===== config.mk =====
export PLATFORM = sky130hd
export DESIGN_NAME = execute_stage_muldiv
export DESIGN_NICKNAME = d
export VERILOG_FILES = /design/src/rtl/execute_stage_muldiv_pkg.sv /design/src/rtl/MUX_3to1.sv /design/src/rtl/alu.sv /design/src/rtl/alu_control_unit.sv /design/src/rtl/execute_stage_muldiv_muldiv.sv /design/src/rtl/execute_stage_muldiv.sv
export SDC_FILE = /design/constraint.sdc
export NUM_CORES = 2
export LEC_CHECK = 0
export CAP_MARGIN = 20
export CORE_ASPECT_RATIO = 0.8
export CORE_MARGIN = 1.5
export CORE_UTILIZATION = 58
export DETAILED_ROUTE_END_ITERATION = 16
export PLACE_DENSITY = 0.8
export SETUP_SLACK_MARGIN = 0.4
export SLEW_MARGIN = 40
export SYNTH_ARGS = -nofsm -noshare
export SYNTH_HDL_FRONTEND = slang
export SYNTH_SLANG_ARGS = --single-unit

===== constraint.sdc =====
create_clock -name clk -period 11.25 [get_ports clk]
set_input_delay 3.375 -clock clk [delete_from_list [all_inputs] [get_ports clk]]
set_output_delay 3.375 -clock clk [all_outputs]
set_load 0.02 [all_outputs]

===== src/rtl/execute_stage_muldiv_pkg.sv =====
// Shared types for the execute stage: ALU op classes, forward selects, muldiv ops and FSM states.
// Pure type/constant package; no latency and no flow control of its own.
package execute_stage_muldiv_pkg;

  typedef enum logic [1:0] {
    ALUOP_ADD    = 2'b00,
    ALUOP_BRANCH = 2'b01,
    ALUOP_RTYPE  = 2'b10,
    ALUOP_ITYPE  = 2'b11
  } alu_op_e;

  typedef enum logic [1:0] {
    FW_RF  = 2'b00,
    FW_WB  = 2'b01,
    FW_MEM = 2'b10
  } fw_sel_e;

  typedef enum logic [3:0] {
    ALU_ADD, ALU_SUB, ALU_SLL, ALU_SLT, ALU_SLTU,
    ALU_XOR, ALU_SRL, ALU_SRA, ALU_OR, ALU_AND
  } alu_ctrl_e;

  typedef enum logic [2:0] {
    MD_MUL    = 3'b000,
    MD_MULH   = 3'b001,
    MD_MULHSU = 3'b010,
    MD_MULHU  = 3'b011,
    MD_DIV    = 3'b100,
    MD_DIVU   = 3'b101,
    MD_REM    = 3'b110,
    MD_REMU   = 3'b111
  } muldiv_op_e;

  typedef enum logic [1:0] {
    ST_IDLE = 2'b00,
    ST_MUL  = 2'b01,
    ST_DIV  = 2'b10,
    ST_DONE = 2'b11
  } md_state_e;

  localparam logic [6:0] FUNCT7_MULDIV = 7'b0000001;

  function automatic logic is_muldiv(input alu_op_e op, input logic [6:0] funct7);
    return (op == ALUOP_RTYPE) && (funct7 == FUNCT7_MULDIV);
  endfunction

endpackage


===== src/rtl/MUX_3to1.sv =====
// Three-way operand mux used for register-file / WB / MEM forwarding.
// Latency: combinational; backpressure: none.
module MUX_3to1 #(
  parameter int W = 32
) (
  input  logic [W-1:0] in0_i,
  input  logic [W-1:0] in1_i,
  input  logic [W-1:0] in2_i,
  input  logic [1:0]   sel_i,
  output logic [W-1:0] out_o
);
  always_comb begin
    case (sel_i)
      2'b01:   out_o = in1_i;
      2'b10:   out_o = in2_i;
      default: out_o = in0_i;
    endcase
  end
endmodule


===== src/rtl/alu.sv =====
// Single-cycle integer ALU.
// Latency: combinational; backpressure: none.
module alu
  import execute_stage_muldiv_pkg::*;
#(
  parameter int XLEN = 32
) (
  input  logic [XLEN-1:0] a_i,
  input  logic [XLEN-1:0] b_i,
  input  alu_ctrl_e       ctrl_i,
  output logic [XLEN-1:0] y_o
);
  localparam int SW = $clog2(XLEN);

  logic [SW-1:0] shamt;
  assign shamt = b_i[SW-1:0];

  always_comb begin
    y_o = '0;
    case (ctrl_i)
      ALU_ADD:  y_o = a_i + b_i;
      ALU_SUB:  y_o = a_i - b_i;
      ALU_SLL:  y_o = a_i << shamt;
      ALU_SLT:  y_o = {{(XLEN-1){1'b0}}, ($signed(a_i) < $signed(b_i))};
      ALU_SLTU: y_o = {{(XLEN-1){1'b0}}, (a_i < b_i)};
      ALU_XOR:  y_o = a_i ^ b_i;
      ALU_SRL:  y_o = a_i >> shamt;
      ALU_SRA:  y_o = $unsigned($signed(a_i) >>> shamt);
      ALU_OR:   y_o = a_i | b_i;
      ALU_AND:  y_o = a_i & b_i;
      default:  y_o = '0;
    endcase
  end
endmodule


===== src/rtl/alu_control_unit.sv =====
// Decodes ALU op class plus funct3/funct7[5] into a concrete ALU operation.
// Latency: combinational; backpressure: none.
module alu_control_unit
  import execute_stage_muldiv_pkg::*;
(
  input  alu_op_e     alu_op_i,
  input  logic [2:0]  funct3_i,
  input  logic        funct7_5_i,
  output alu_ctrl_e   alu_ctrl_o
);
  always_comb begin
    alu_ctrl_o = ALU_ADD;
    case (alu_op_i)
      ALUOP_ADD:    alu_ctrl_o = ALU_ADD;
      ALUOP_BRANCH: alu_ctrl_o = ALU_SUB;
      default: begin
        case (funct3_i)
          // funct7[5] selects SUB only for register-register ops; I-type has no SUBI
          3'b000: alu_ctrl_o = ((alu_op_i == ALUOP_RTYPE) && funct7_5_i) ? ALU_SUB : ALU_ADD;
          3'b001: alu_ctrl_o = ALU_SLL;
          3'b010: alu_ctrl_o = ALU_SLT;
          3'b011: alu_ctrl_o = ALU_SLTU;
          3'b100: alu_ctrl_o = ALU_XOR;
          3'b101: alu_ctrl_o = funct7_5_i ? ALU_SRA : ALU_SRL;
          3'b110: alu_ctrl_o = ALU_OR;
          3'b111: alu_ctrl_o = ALU_AND;
        endcase
      end
    endcase
  end
endmodule


===== src/rtl/execute_stage_muldiv_muldiv.sv =====
// Multi-cycle multiply/divide unit: FSM, multiplier stages and restoring divider.
// Latency: MUL_STAGES for multiply, XLEN+1 for divide; stalls the pipe from accept until DONE.
module muldiv_unit
  import execute_stage_muldiv_pkg::*;
#(
  parameter int XLEN       = 32,
  parameter int MUL_STAGES = 2
) (
  input  logic            clk,
  input  logic            rst_n,
  input  logic            start_i,
  input  logic            flush_i,
  input  logic [2:0]      funct3_i,
  input  logic [XLEN-1:0] op_a_i,
  input  logic [XLEN-1:0] op_b_i,
  output logic            idle_o,
  output logic            busy_o,
  output logic            done_o,
  output logic [XLEN-1:0] result_o
);
  localparam int CW = $clog2(XLEN);
  localparam logic [CW-1:0] DIV_LAST = CW'(XLEN - 1);
  localparam logic [CW-1:0] MUL_LAST = CW'((MUL_STAGES > 1) ? (MUL_STAGES - 2) : 0);
  localparam logic [XLEN-1:0] MOST_NEG = {1'b1, {(XLEN-1){1'b0}}};

  md_state_e       state_q, state_d;
  logic [CW-1:0]   cnt_q, cnt_d;
  logic [2:0]      f3_q, f3_d;
  logic [XLEN-1:0] a_q, a_d, b_q, b_d;
  logic [XLEN-1:0] quo_q, quo_d, rem_q, rem_d;
  logic [XLEN-1:0] result_q, result_d;

  function automatic logic [XLEN-1:0] neg(input logic [XLEN-1:0] x);
    return ~x + XLEN'(1);
  endfunction

  logic accept;
  assign accept = (state_q == ST_IDLE) && start_i && !flush_i;

  // Multiplier reads live operands in IDLE so a single-stage multiply can finish at the next edge
  logic [2:0]        mul_op;
  logic [XLEN-1:0]   mul_a, mul_b, mul_res;
  logic              mul_sa, mul_sb;
  logic [2*XLEN-1:0] prod;

  always_comb begin
    mul_op  = (state_q == ST_IDLE) ? funct3_i : f3_q;
    mul_a   = (state_q == ST_IDLE) ? op_a_i : a_q;
    mul_b   = (state_q == ST_IDLE) ? op_b_i : b_q;
    mul_sa  = (mul_op == MD_MULH) || (mul_op == MD_MULHSU);
    mul_sb  = (mul_op == MD_MULH);
    prod    = {{XLEN{mul_sa & mul_a[XLEN-1]}}, mul_a} * {{XLEN{mul_sb & mul_b[XLEN-1]}}, mul_b};
    mul_res = (mul_op == MD_MUL) ? prod[XLEN-1:0] : prod[2*XLEN-1:XLEN];
  end

  // Restoring divider works on magnitudes; signs are reapplied on the final iteration
  logic            div_signed, neg_a, neg_b, ge;
  logic [XLEN:0]   rem_sh;
  logic [XLEN-1:0] divisor, rem_diff, rem_n, quo_n, q_fin, r_fin, div_res;

  always_comb begin
    div_signed = !f3_q[0];
    neg_a      = div_signed & a_q[XLEN-1];
    neg_b      = div_signed & b_q[XLEN-1];
    divisor    = neg_b ? neg(b_q) : b_q;
    rem_sh     = {rem_q, quo_q[XLEN-1]};
    ge         = (rem_sh >= {1'b0, divisor});
    rem_diff   = rem_sh[XLEN-1:0] - divisor;
    rem_n      = ge ? rem_diff : rem_sh[XLEN-1:0];
    quo_n      = {quo_q[XLEN-2:0], ge};
    q_fin      = (neg_a ^ neg_b) ? neg(quo_n) : quo_n;
    r_fin      = neg_a ? neg(rem_n) : rem_n;
    if (b_q == '0) begin
      q_fin = '1;
      r_fin = a_q;
    end else if (div_signed && (a_q == MOST_NEG) && (b_q == '1)) begin
      q_fin = a_q;
      r_fin = '0;
    end
    div_res = f3_q[1] ? r_fin : q_fin;
  end

  always_comb begin
    state_d  = state_q;
    cnt_d    = cnt_q;
    f3_d     = f3_q;
    a_d      = a_q;
    b_d      = b_q;
    quo_d    = quo_q;
    rem_d    = rem_q;
    result_d = result_q;
    busy_o   = 1'b0;
    done_o   = 1'b0;
    case (state_q)
      ST_IDLE: begin
        if (accept) begin
          busy_o = 1'b1;
          f3_d   = funct3_i;
          a_d    = op_a_i;
          b_d    = op_b_i;
          cnt_d  = '0;
          rem_d  = '0;
          quo_d  = (!funct3_i[0] && op_a_i[XLEN-1]) ? neg(op_a_i) : op_a_i;
          if (funct3_i[2]) begin
            state_d = ST_DIV;
          end else if (MUL_STAGES == 1) begin
            state_d  = ST_DONE;
            result_d = mul_res;
          end else begin
            state_d = ST_MUL;
          end
        end
      end
      ST_MUL: begin
        busy_o = 1'b1;
        if (cnt_q == MUL_LAST) begin
          state_d  = ST_DONE;
          result_d = mul_res;
        end else begin
          cnt_d = cnt_q + CW'(1);
        end
      end
      ST_DIV: begin
        busy_o = 1'b1;
        quo_d  = quo_n;
        rem_d  = rem_n;
        if (cnt_q == DIV_LAST) begin
          state_d  = ST_DONE;
          result_d = div_res;
        end else begin
          cnt_d = cnt_q + CW'(1);
        end
      end
      ST_DONE: begin
        done_o  = 1'b1;
        state_d = ST_IDLE;
      end
      default: state_d = ST_IDLE;
    endcase
    if (flush_i) state_d = ST_IDLE;
  end

  always_ff @(posedge clk or negedge rst_n) begin
    if (!rst_n) begin
      state_q  <= ST_IDLE;
      cnt_q    <= '0;
      f3_q     <= '0;
      a_q      <= '0;
      b_q      <= '0;
      quo_q    <= '0;
      rem_q    <= '0;
      result_q <= '0;
    end else begin
      state_q  <= state_d;
      cnt_q    <= cnt_d;
      f3_q     <= f3_d;
      a_q      <= a_d;
      b_q      <= b_d;
      quo_q    <= quo_d;
      rem_q    <= rem_d;
      result_q <= result_d;
    end
  end

  assign idle_o   = (state_q == ST_IDLE);
  assign result_o = result_q;

endmodule


===== src/rtl/execute_stage_muldiv.sv =====
// Execute stage: forwarding muxes, single-cycle ALU and a multi-cycle mul/div unit.
// Latency: ALU ops same cycle, mul/div per muldiv_unit; EX_stall_o freezes IF/ID/EX while busy.
module execute_stage_muldiv
  import execute_stage_muldiv_pkg::*;
#(
  parameter int XLEN       = 32,
  parameter int MUL_STAGES = 2
) (
  input  logic            clk,
  input  logic            rst_n,
  input  logic            EX_valid_i,
  input  logic [XLEN-1:0] EX_rd_data1_i,
  input  logic [XLEN-1:0] EX_rd_data2_i,
  input  logic [XLEN-1:0] MEM_fwd_data_i,
  input  logic [XLEN-1:0] WB_fwd_data_i,
  input  logic [XLEN-1:0] EX_imm_i,
  input  logic [XLEN-1:0] EX_pc_i,
  input  logic [31:0]     EX_instruction_i,
  input  logic            EX_ALUOpSrc1_i,
  input  logic            EX_ALUOpSrc2_i,
  input  alu_op_e         EX_ALUOp_i,
  input  fw_sel_e         EX_forwardA_i,
  input  fw_sel_e         EX_forwardB_i,
  input  logic            EX_flush_i,
  output logic [XLEN-1:0] EX_result_o,
  output logic            EX_result_valid_o,
  output logic            EX_stall_o
);
  logic [XLEN-1:0] fw_a, fw_b, op_a, op_b, alu_y, md_res;
  logic            is_md, md_idle, md_busy, md_done;
  alu_ctrl_e       alu_ctrl;

  logic unused_instr_bits;
  assign unused_instr_bits = ^{EX_instruction_i[24:15], EX_instruction_i[11:0]};

  MUX_3to1 #(.W(XLEN)) u_fwd_a (
    .in0_i (EX_rd_data1_i),
    .in1_i (WB_fwd_data_i),
    .in2_i (MEM_fwd_data_i),
    .sel_i (EX_forwardA_i),
    .out_o (fw_a)
  );

  MUX_3to1 #(.W(XLEN)) u_fwd_b (
    .in0_i (EX_rd_data2_i),
    .in1_i (WB_fwd_data_i),
    .in2_i (MEM_fwd_data_i),
    .sel_i (EX_forwardB_i),
    .out_o (fw_b)
  );

  assign op_a  = EX_ALUOpSrc1_i ? EX_pc_i : fw_a;
  assign op_b  = EX_ALUOpSrc2_i ? EX_imm_i : fw_b;
  assign is_md = is_muldiv(EX_ALUOp_i, EX_instruction_i[31:25]);

  alu_control_unit u_alu_ctrl (
    .alu_op_i   (EX_ALUOp_i),
    .funct3_i   (EX_instruction_i[14:12]),
    .funct7_5_i (EX_instruction_i[30]),
    .alu_ctrl_o (alu_ctrl)
  );

  alu #(.XLEN(XLEN)) u_alu (
    .a_i    (op_a),
    .b_i    (op_b),
    .ctrl_i (alu_ctrl),
    .y_o    (alu_y)
  );

  muldiv_unit #(.XLEN(XLEN), .MUL_STAGES(MUL_STAGES)) u_muldiv (
    .clk      (clk),
    .rst_n    (rst_n),
    .start_i  (EX_valid_i && is_md),
    .flush_i  (EX_flush_i),
    .funct3_i (EX_instruction_i[14:12]),
    .op_a_i   (op_a),
    .op_b_i   (op_b),
    .idle_o   (md_idle),
    .busy_o   (md_busy),
    .done_o   (md_done),
    .result_o (md_res)
  );

  // New instructions only reach the ALU path while the mul/div unit is idle
  always_comb begin
    EX_result_o       = '0;
    EX_result_valid_o = 1'b0;
    if (md_done) begin
      EX_result_o       = md_res;
      EX_result_valid_o = 1'b1;
    end else if (md_idle && EX_valid_i && !is_md) begin
      EX_result_o       = alu_y;
      EX_result_valid_o = 1'b1;
    end
  end

  assign EX_stall_o = md_busy;

endmodule


==> results_dict.tcl, run 1 <==
set metrics [dict create \
    status "aborted with a tool error" \
    haltStage "global routing" \
    error "[ERROR GRT-0232] Routing congestion too high. Check the congestion heatmap in the GUI." \
    grt_max_degree 173 \
    synthDistinctLibCells 95 \
    synthesis.area_sq_mm 0.0607 \
    ctsHoldBuffers 0 \
    htreeDepth 4 \
    synth_area_per_cell_sq_um 7.91 \
    portBuffers 247 \
    initial_core_util_pct 58.8 \
    die_w_microns 365 \
    place_area_sq_mm 0.0762 \
    dp_hpwl_mm 248 \
    die_h_microns 292 \
    syn_nets 9385 \
    gr-total-overflow 3 \
    synthArstFlopShare_pct 100 \
    cts_sinks 170 \
    io_pins 270 \
    max-clock-path-buffers 2 \
    worst_endpoint_kind "sequential cell input" \
    synth-seq-cells 170 \
    cts_buffers 17 \
    syn-instance-count 7664 \
    grt_usage_pct 66.2 \
    synthFlopType "dfrtp_1" \
    clockRootBuffer "clkbuf_16" \
    row_count 105 \
    synth_sequential_area_ratio_pct 7.01 \
    worstEndpointGrtRepair "u_muldiv.result_o[30]$_DFFE_PN0P_/D" \
    synth_warnings 0 \
    gp_congestion 1.23 \
    synth_edf_count 0 \
]
==> repair_timing <==
item	in CTS
gates resized for setup	764
pin swaps	326
setup endpoints to repair	64
gates cloned	7
setup buffers	182
==> logic make-up after synthesis <==
kind of cell	count (synthesis)	synth area share [%]
flops	170	7.01
compound gates	1563	16.3
buf+inv	1680	10.5
simple gates	2459	17.0
mux	70	1.17
fa+ha+maj	1485	44.6
xor+xnor	237	3.42
==> synth_stat cells (50+ instances only) <==
cell type | count | area, sq um
inv_1 | 1209 | 4540
nand2_1 | 1174 | 4410
fa_1 | 1128 | 22600
nor2_1 | 831 | 3120
a21oi_1 | 480 | 2400
clkbuf_1 | 398 | 1490
o21ai_0 | 371 | 1860
ha_1 | 357 | 4470
dfrtp_1 | 170 | 4250
xnor2_1 | 157 | 1380
a21o_1 | 136 | 1020
xor2_1 | 80 | 701
nor3_1 | 77 | 385
o31ai_1 | 69 | 518
a221oi_1 | 65 | 569
mux2i_1 | 63 | 631
nand3_1 | 60 | 300
a211oi_1 | 57 | 428
nor2b_1 | 54 | 338
a31oi_1 | 50 | 313
==> layer usage <==
| metal | overflow | GRT usage [%] |
|---|---|---|
| met5 | 0 | 28.7 |
| met4 | 1 | 54.9 |
| met3 | 0 | 49.9 |
| met2 | 2 | 81.1 |
| met1 | 0 | 71.8 |
==> per-stage QoR <==
stage | cells | util [%] | setup TNS (ps) | setup slack, ps
floorplan | 7664 | - | -9800 | -713
global placement | 10200 | 73.8 | -91880 | -2250
detailed placement | 10200 | 73.9 | -99040 | -2430
CTS | 10400 | 78.6 | -25810 | -1010
==> run 2: changes to the inputs <==
--- a/config.mk
+++ b/config.mk
@@ -6,12 +6,10 @@
 export NUM_CORES = 2
 export LEC_CHECK = 0
 export CAP_MARGIN = 20
-export CORE_ASPECT_RATIO = 0.8
 export CORE_MARGIN = 1.5
-export CORE_UTILIZATION = 58
+export CORE_UTILIZATION = 40
 export DETAILED_ROUTE_END_ITERATION = 16
-export PLACE_DENSITY = 0.8
-export SETUP_SLACK_MARGIN = 0.4
+export PLACE_DENSITY_LB_ADDON = 0.15
 export SLEW_MARGIN = 40
 export SYNTH_ARGS = -nofsm -noshare
 export SYNTH_HDL_FRONTEND = slang
==> constraint.sdc (replaced) <==
create_clock -name clk -period 14.6 [get_ports clk]
set_input_delay 4.38 -clock clk [delete_from_list [all_inputs] [get_ports clk]]
set_output_delay 4.38 -clock clk [all_outputs]
set_load 0.02 [all_outputs]
==> run 2 against run 1 <==
  * The flow now finishes without violations
  * Synthesized area did not move
  * Synthesized cell count did not move
==> results_dict.tcl, run 2 <==
set metrics [dict create \
    status "complete, no violations" \
    synthesis.area_sq_mm 0.0607 \
    synth_edf_count 0 \
    drcViolationCount 0 \
    synth_warnings 0 \
    area_delta_synth_final_pct 24.0 \
    skew_ps 20.7 \
    ys_top_cells_by_area "fa_1 37%, inv_1 7.5%, ha_1 7.4%" \
    rsz0062_at_grt "yes" \
    synth-seq-cells 170 \
    synthDistinctLibCells 95 \
    row_count 142 \
    via_count 60000 \
    fmax_mhz 68.9 \
    portBuffers 247 \
    fp.coreArea_sq_mm 0.150 \
    cts_buffers 17 \
    min_period_over_period_pct 99.4 \
    gr-total-overflow 0 \
    fin_nets 10300 \
    critPathCaptureType "primary output" \
    dp_hpwl_mm 250 \
    drive_gt1_share_pct 15.8 \
    hold_path_depth 2 \
    first_global_vias 60900 \
    slew_headroom_pct 38.7 \
    worst_r2r_path_depth 35 \
    cts_tree "built" \
    required_ps 10220 \
    crit_path_max_fanout 10 \
    max-clock-path-buffers 2 \
    synth_common_cells "1209 x inv_1, 1174 x nand2_1, 1128 x fa_1" \
    synth_sequential_area_ratio_pct 7.01 \
    grt_pass1_wl_mm 423 \
    arrival_ps 10130 \
    synth_area_per_cell_sq_um 7.91 \
    critPathMaxStageDelay_ps 500 \
    dieArea_sq_mm 0.154 \
    clock_latency_ps 520 \
    die_w_microns 392 \
    cts.clk_slew.worst_paths_ps 70 \
    hold_class "flop to flop" \
    timing.hold.ws_ps 494 \
    drtIter0Drc 5741 \
    routed_wl_mm 293 \
    final_common_cell "inv_1" \
    setup.worst_path.start_class "input port" \
    setup_viol 0 \
    worst_pin_slew_ps 910 \
    slew_violations 0 \
    stdcell_count 10600 \
    syn_nets 9385 \
    wl_per_cell_microns 27.7 \
    ant_nets 0 \
    yosys.area.top_type "fa_1" \
    slowest_stage "clkdlybuf4s50_1" \
    drv_cap 0 \
    synthArstFlopShare_pct 100 \
    hold_viol 0 \
    antenna_found_initial 19 \
    htreeDepth 4 \
    first_pass_iters 9 \
    ctsHoldBuffers 0 \
    io_pins 270 \
    critPathKind "input port to primary output" \
    cp_common_cell "buf_4" \
    initial_core_util_pct 40.4 \
    post-synth-top-count-cell "inv_1" \
    fin_area_sq_mm 0.0752 \
    synthFlopType "dfrtp_1" \
    grt_max_degree 180 \
    place_area_sq_mm 0.0736 \
    final_cell_mix "1204 x inv_1, 1171 x nand2_1, 1118 x fa_1" \
    syn-instance-count 7664 \
    dp_cells 10500 \
    min_period_ps 14510 \
    yosys.area.top_type_share_pct 37.2 \
    cts_sinks 170 \
    gp_congestion 1.05 \
    die_h_microns 392 \
    final_util_pct 50.1 \
    clockRootBuffer "clkbuf_16" \
    avgViaCountPerCell 5.67 \
    grt_usage_pct 38.3 \
]
-- run 2: critical path, delay by kind of cell --
family | cells | cell delay, ps
AO/OA/AOI/OAI | 11 | 2400
XOR/XNOR | 1 | 100
adder cells (fa/ha/maj) | 2 | 550
buffers and inverters | 13 | 2250
AND/OR/NAND/NOR | 3 | 420
-- run 2: final cells by class --
class	instances	area, sq um
antenna	10	25.0
clock buffer	17	425
clock inverter	15	180
fill	15000	74900
inverter	1226	4630
multi-input combinational	5814	51200
sequential	170	4250
tap	2016	2520
timing repair buffer	1307	11900
-- run 2: what timing repair did --
item | CTS | global route
endpoints found under the setup margin | 27 | 36
gates cloned | 0 | 1
pin swaps | 9 | 34
endpoints found under the hold margin | 0 | 0
setup buffers | 1 | 11
resized for setup | 67 | 118
-- run 2: logic make-up after synthesis --
logic type / share of synthesized area, %
AO/OA/AOI/OAI: 16.3
AND/OR/NAND/NOR: 17.0
flip-flops: 7.01
buffers and inverters: 10.5
XOR/XNOR: 3.42
multiplexers: 1.17
adder cells (fa/ha/maj): 44.6
-- run 2: through the flow --
step	setup TNS [ps]	setup slack (ps)
6_report	0	89.2
4_1_cts	0	10.6
5_1_grt	-486	-94.4
2_1_floorplan	0	348
3_5_place_dp	-16330	-946
3_3_place_gp	-15520	-1010
-- run 2: per-layer routing --
layer	routed length [microns]	share of wire, %	vias up	global-route usage, %
met5	103	0.035	-	0
met1	116000	40	30300	49.1
li1	-	-	26300	-
met2	133000	45	2751	60.8
met4	18500	6.3	16	19.6
met3	25800	8.8	621	8.02
-- run 2: path summary, 6_finish.rpt --
check / startpoint / end / slack [ps]
worst max-delay path: EX_forwardA_i[0] / EX_result_o[30] / 90
worst min-delay path: u_muldiv.result_o[15]$_DFFE_PN0P_ / u_muldiv.result_o[15]$_DFFE_PN0P_ / 490
worst max register to register: u_muldiv.state_q[0]$_DFFE_PN0P_ / u_muldiv.result_o[31]$_DFFE_PN0P_ / 3810
worst min register to register: u_muldiv.result_o[15]$_DFFE_PN0P_ / u_muldiv.result_o[15]$_DFFE_PN0P_ / 490
max in group asynchronous: rst_n / u_muldiv.rem_q[5]$_DFFE_PN0P_ / 9560
min in group asynchronous: rst_n / u_muldiv.f3_q[1]$_DFFE_PN0P_ / 3850
Power of run 2 is not shown: default switching activity piles up to over one toggle a cycle in this logic, so the estimate is an artifact.
